--- config.mk ---
export PLATFORM = sky130hd
export DESIGN_NAME = mem_access_unit
export DESIGN_NICKNAME = d
export VERILOG_FILES = /design/src/rtl/mem_access_unit_pkg.sv /design/src/rtl/mem_access_unit_lane_align.sv /design/src/rtl/mem_access_unit.sv
export SDC_FILE = /design/constraint.sdc
export NUM_CORES = 1
export LEC_CHECK = 0
export CORE_MARGIN = 2
export CORE_UTILIZATION = 25
export CTS_CLUSTER_DIAMETER = 120
export DETAILED_ROUTE_END_ITERATION = 16
export PLACE_DENSITY = 0.61
export SYNTH_ARGS = -nofsm -noshare
export SYNTH_HDL_FRONTEND = slang
export SYNTH_SLANG_ARGS = --single-unit
--- constraint.sdc ---
create_clock -name clk -period 1.9 [get_ports clk]
set_clock_uncertainty 0.05 [all_clocks]
set_input_delay 0.19 -clock clk [delete_from_list [all_inputs] [get_ports clk]]
set_output_delay 0.19 -clock clk [all_outputs]
set_load 0.01 [all_outputs]
--- src/rtl/mem_access_unit_pkg.sv ---
// Shared codes and helpers for the load/store bus engine.
// Sizes, error codes, FSM states and lane byte-swap.
package mem_access_unit_pkg;

    typedef enum logic [1:0] {
        SIZE_BYTE = 2'd0,
        SIZE_HALF = 2'd1,
        SIZE_WORD = 2'd2
    } mem_size_t;

    typedef mem_size_t size_t;

    typedef enum logic [1:0] {
        ERR_NONE       = 2'd0,
        ERR_MISALIGNED = 2'd1,
        ERR_TIMEOUT    = 2'd2
    } mem_err_t;

    typedef logic [1:0] mem_state_t;

    localparam mem_state_t IDLE = 2'd0;
    localparam mem_state_t BUS  = 2'd1;
    localparam mem_state_t RESP = 2'd2;

    // Big-endian CPU word <-> little-lane Avalon word
    function automatic logic [31:0] swap_endian(input logic [31:0] w);
        return {w[7:0], w[15:8], w[23:16], w[31:24]};
    endfunction

endpackage

--- src/rtl/mem_access_unit_lane_align.sv ---
// Combinational lane placement for stores and lane extraction
// plus sign/zero extension for loads.
module mem_lane_align
    import mem_access_unit_pkg::*;
(
    input  logic [1:0]  st_size,
    input  logic [1:0]  st_lane,
    input  logic [31:0] st_wdata,
    output logic [3:0]  st_be,
    output logic [31:0] st_data,
    input  logic [1:0]  ld_size,
    input  logic [1:0]  ld_lane,
    input  logic        ld_signed,
    input  logic [31:0] ld_rdata,
    output logic [31:0] ld_data
);

    logic [4:0]  st_sh;
    logic [4:0]  ld_sh;
    logic [7:0]  b_lo;
    logic [7:0]  b_hi;
    logic [15:0] half;

    assign st_sh = {st_lane, 3'b000};
    assign ld_sh = {ld_lane, 3'b000};

    always_comb begin
        st_be   = 4'b0000;
        st_data = 32'h0;
        case (st_size)
            SIZE_BYTE: begin
                st_be   = 4'b0001 << st_lane;
                st_data = {24'h0, st_wdata[7:0]} << st_sh;
            end
            SIZE_HALF: begin
                st_be   = 4'b0011 << st_lane;
                st_data = {16'h0, st_wdata[7:0], st_wdata[15:8]} << st_sh;
            end
            SIZE_WORD: begin
                st_be   = 4'b1111;
                st_data = swap_endian(st_wdata);
            end
            default: ;
        endcase
    end

    // Half at lane L is {lane L, lane L+1}: lane L is the high byte
    assign b_lo = 8'(ld_rdata >> ld_sh);
    assign b_hi = 8'(ld_rdata >> (ld_sh + 5'd8));
    assign half = {b_lo, b_hi};

    always_comb begin
        ld_data = 32'h0;
        case (ld_size)
            SIZE_BYTE: ld_data = {{24{ld_signed & b_lo[7]}}, b_lo};
            SIZE_HALF: ld_data = {{16{ld_signed & half[15]}}, half};
            SIZE_WORD: ld_data = swap_endian(ld_rdata);
            default: ;
        endcase
    end

endmodule

--- src/rtl/mem_access_unit.sv ---
// Single-outstanding load/store engine driving an Avalon-MM master
// port, with misalignment detection and an optional wait watchdog.
module mem_access_unit
    import mem_access_unit_pkg::*;
#(
    parameter int unsigned TIMEOUT_CYCLES = 0
) (
    input  logic        clk,
    input  logic        reset_n_i,
    input  logic        req_valid_i,
    output logic        req_ready_o,
    input  logic        req_write_i,
    input  logic [1:0]  req_size_i,
    input  logic        req_signed_i,
    input  logic [31:0] req_addr_i,
    input  logic [31:0] req_wdata_i,
    output logic        resp_valid_o,
    output logic [31:0] resp_rdata_o,
    output logic [1:0]  resp_err_o,
    output logic [31:0] address_o,
    output logic        read_o,
    output logic        write_o,
    input  logic        waitrequest_i,
    output logic [31:0] writedata_o,
    output logic [3:0]  byteenable_o,
    input  logic [31:0] readdata_i
);

    localparam bit          WDOG_EN = TIMEOUT_CYCLES != 0;
    localparam logic [31:0] WAIT_LAST = 32'(TIMEOUT_CYCLES) - 32'd1;

    mem_state_t  state;
    logic        lat_write;
    logic        lat_signed;
    logic [1:0]  lat_size;
    logic [1:0]  lat_lane;
    logic [31:0] wait_cnt;
    logic        misaligned;
    logic [3:0]  st_be;
    logic [31:0] st_data;
    logic [31:0] ld_data;

    assign misaligned =
        (req_size_i == SIZE_HALF && req_addr_i[0]) ||
        (req_size_i == SIZE_WORD && req_addr_i[1:0] != 2'b00);

    assign req_ready_o  = state == IDLE;
    assign resp_valid_o = state == RESP;
    assign read_o       = state == BUS && !lat_write;
    assign write_o      = state == BUS && lat_write;

    mem_lane_align u_align (
        .st_size   (req_size_i),
        .st_lane   (req_addr_i[1:0]),
        .st_wdata  (req_wdata_i),
        .st_be     (st_be),
        .st_data   (st_data),
        .ld_size   (lat_size),
        .ld_lane   (lat_lane),
        .ld_signed (lat_signed),
        .ld_rdata  (readdata_i),
        .ld_data   (ld_data)
    );

    always_ff @(posedge clk) begin
        if (!reset_n_i) begin
            state        <= IDLE;
            lat_write    <= 1'b0;
            lat_signed   <= 1'b0;
            lat_size     <= 2'd0;
            lat_lane     <= 2'd0;
            wait_cnt     <= 32'd0;
            resp_rdata_o <= 32'h0;
            resp_err_o   <= ERR_NONE;
            address_o    <= 32'h0;
            byteenable_o <= 4'h0;
            writedata_o  <= 32'h0;
        end else begin
            case (state)
                IDLE: if (req_valid_i) begin
                    lat_write  <= req_write_i;
                    lat_signed <= req_signed_i;
                    lat_size   <= req_size_i;
                    lat_lane   <= req_addr_i[1:0];
                    wait_cnt   <= 32'd0;
                    if (misaligned) begin
                        state        <= RESP;
                        resp_err_o   <= ERR_MISALIGNED;
                        resp_rdata_o <= 32'h0;
                    end else begin
                        state        <= BUS;
                        address_o    <= {req_addr_i[31:2], 2'b00};
                        byteenable_o <= st_be;
                        writedata_o  <= st_data;
                    end
                end
                BUS: begin
                    if (!waitrequest_i) begin
                        state        <= RESP;
                        resp_err_o   <= ERR_NONE;
                        resp_rdata_o <= lat_write ? 32'h0 : ld_data;
                    end else if (WDOG_EN && wait_cnt == WAIT_LAST) begin
                        state        <= RESP;
                        resp_err_o   <= ERR_TIMEOUT;
                        resp_rdata_o <= 32'h0;
                    end else begin
                        wait_cnt <= wait_cnt + 32'd1;
                    end
                end
                RESP:    state <= IDLE;
                default: state <= IDLE;
            endcase
        end
    end

endmodule

==> summary.txt <==
Die
  – Die Width: between 150 and 200 um
  – Initial Util: 0.254
  – Core area: approximately 23000 um^2
  – DIE AREA: between 20000 and 25000 um^2
  – Num rows: 55
  – Die Y: approximately 160 um
  – IO Pins: 210

Logic synthesis
  – Synth area leaders: dfxtp_1 (38%), mux2i_1 (9.5%), nand2_1 (4.7%)
  – Post-synth ARST share: 0
  – Yosys top cell by area: dfxtp_1
  – YS warnings: 0
  – Post-synthesis sequential area ratio: 0.375
  – Top cell type's share of synthesized area: 0.375
  – Syn_area_per_cell: ~9.4 um^2
  – Top_reg_cell synth: dfxtp_1
  – Post-Syn Instances: 608
  – Mapped Area: around 5700 um^2
  – Number of distinct library cells after synthesis: 45
  – Post-synth top cells: dfxtp_1 (107), nand2_1 (72), mux2i_1 (54)
  – Count leader, synth: dfxtp_1
  – Synthesis-stage register bit count: approximately 110
  – Post-synth EDFFs: 0

Layout
  – Area growth syn-to-layout: 54.7%
  – Fin area: slightly below 9000 um^2
  – Fillcell total: ~2.2k
  – # diodes: 0
  – Layout cell share with drive strength beyond 1: 0.139
  – Final net count: 941

Clocking
  – Sink Count: 107
  – Clk_lat worst skew: roughly 0.35 ns
  – CTS tree: built
  – CTS Buf Count: 9
  – CTS Buffer Depth: 2
  – Post-CTS setup buffers: 0
  – Root Buffer: clkbuf_16
  – Clk slew on worst S/H paths: 0.07 ns
  – H-tree Lvls: 3

Pwr
  – PD cells: between 600 and 700 nW/um^2
  – Switching power total: 1740 uW
  – Switch share: 0.285
  – Total power: a little over 6000 uW
  – Max IR drop VDD: roughly 340 uV
  – Internal power: between 4000 and 5000 uW
  – Leakage power: between 0.003 and 0.004 uW
  – Sequential Power Share: 0.406
  – Logic pwr share: 0.263
  – Clock power share: 0.331

Placed design
  – Detail Placement HPWL: 14.2 mm
  – Port Buffer Count: ~210
  – Setup WS pre-CTS: -0.199 ns
  – Placed Area: around 8500 um^2
  – GPL Wtd Cong: 0.897

Route
  – Antenna Nets Post-Route: 0
  – WL final: approximately 19 mm
  – Routed length per placed instance: around 17 um
  – Pre-antenna DRT Iters: 5
  – Residual DRC count: 0
  – First-iteration detailed-routing DRC count: 278
  – Vias per cell: slightly below 5
  – Via count: around 5.5k

STA
  – RSZ-0062 raised after global routing: false
  – Fin crit share: 0.949
  – Worst Hold Margin: about 0.16 ns
  – Worst slew pin tran: around 0.66 ns
  – F_max: 555 MHz
  – Final setup fails: 0
  – Max-slew violations: 0
  – Final worst setup slack: ~0.097 ns
  – Final hold violations: 0
  – Slew headroom: 0.561
  – Post-route minimum period: 1.80 ns

Global routing
  – Met3 GRT Util: 0.0543
  – Vias in the first global route: about 5.3k
  – Most Crowded Layer GR: met2
  – First-pass GRT wire length: between 30 and 40 mm
  – GR Util met1: 0.207
  – GR Util met2: 0.248
  – GRT overflow: 0
  – Largest net degree at the start of global routing: 49
  – GRT Util Overall: 0.159
  – Initial antenna violation count: 1

Worst setup path
  – Setup CP Type: reg2out
  – CP max FO: 7
  – Crit-path leading delay family: buffers and inverters
  – R2R cell count: 4
  – CP endpoint kind: primary output
  – Crit path depth: 3
  – Worst setup SP type: flip-flop
  – Slowest stage cell, crit path: clkdlybuf4s50_1
  – Worst path bufs/invs: 1
  – Worst Path Arrival: approximately 1.6 ns
  – Largest stage delay, worst path: roughly 0.55 ns
  – Crit path cell chain: nand2b_1 > nor2_1 > clkdlybuf4s50_1
  – WP data required: 1.66 ns

Min path
  – Hold Crit Depth: 3
  – Hold Path Class: in2reg

Run
  – Maxcap violations: 0

Run status
  – Status: finished clean
==> what timing repair did <==
action	in CTS	in global routing
setup endpoints to repair	1	16
gates resized for setup	1	3
hold buffers	0	0
==> power by group through the flow <==
stage	logic, uW	clock network (uW)	registers [uW]
2_1_floorplan	711	0	2570
3_3_place_gp	1600	0	2530
3_5_place_dp	1610	0	2530
4_1_cts	1610	2130	2480
5_1_grt	1740	2190	2500
6_report	1600	2020	2480
==> layout by cell type, fill, tap and decap left out, types with 8 or more instances in the layout <==
cell,instances
clkdlybuf4s50_1,205
a221o_1,15
dfxtp_1,104
nor2b_1,20
mux2i_1,54
o2bb2ai_1,16
nand2_1,72
buf_12,11
mux4_2,9
clkbuf_16,9
a21oi_1,34
a221oi_1,16
o21ai_0,34
a21boi_1,8
a22o_1,16
a21boi_0,25
a21o_1,10
buf_4,60
a2bb2oi_1,24
nor2_1,34
==> cell type report <==
class	count	area [um^2]	area share
clock inverter	5	68.8	0.00779
inverter	3	11.3	0.00128
clock buffer	11	243	0.0275
timing repair buffer	278	2740	0.310
tap	285	357	0.0404
sequential	107	2150	0.243
multi-input combinational	438	3270	0.370
==> sequential cells by signal, indices dropped and copies added, names as in the netlist <==
signal,flops
address_o,30
byteenable_o,4
lat_lane,2
lat_signed,1
lat_size,2
lat_write,1
resp_err_o,1
resp_rdata_o,32
state,2
writedata_o,32
==> path summary, 6_finish.rpt <==
path,from,to,slack [ns]
max,state[1],write_o,0.1
max reg2reg,lat_lane[0],resp_rdata_o[27],0.14
min reg2reg,address_o[13],address_o[13],0.40
min,reset_n_i,state[1],0.16
==> metal layers <==
metal | routed length, um | part of all wire | vias to the layer above
met1 | 8580 | 0.45 | 2549
li1 | - | - | 2711
met2 | 8580 | 0.45 | 217
met3 | 1570 | 0.082 | 33
met4 | 396 | 0.021 | 2
met5 | 9 | 0.00047 | -
==> cell families after synthesis <==
kind of cell	count (synthesis)	share of synthesized area
AO/OA/AOI/OAI	215	0.280
AND/OR/NAND/NOR	149	0.122
flip-flops	107	0.375
multiplexers	71	0.163
buffers and inverters	65	0.0590
other	1	0.000657
==> through the flow <==
stage	instances	utilization	setup TNS (ns)
global placement	1111	0.378	-7.55
detailed placement	1111	0.378	-9.27
CTS	1127	0.392	0
floorplan	610	-	0
global route	1127	0.392	0
finish	1127	0.392	0
==> worst register-to-register path, delay by kind of cell (launching register included) <==
kind | cells | cell delay [ns]
flops | 1 | 0.45
compound gates | 3 | 0.81
mux | 1 | 0.34
Note: power is estimated with default switching activity, not from simulation.
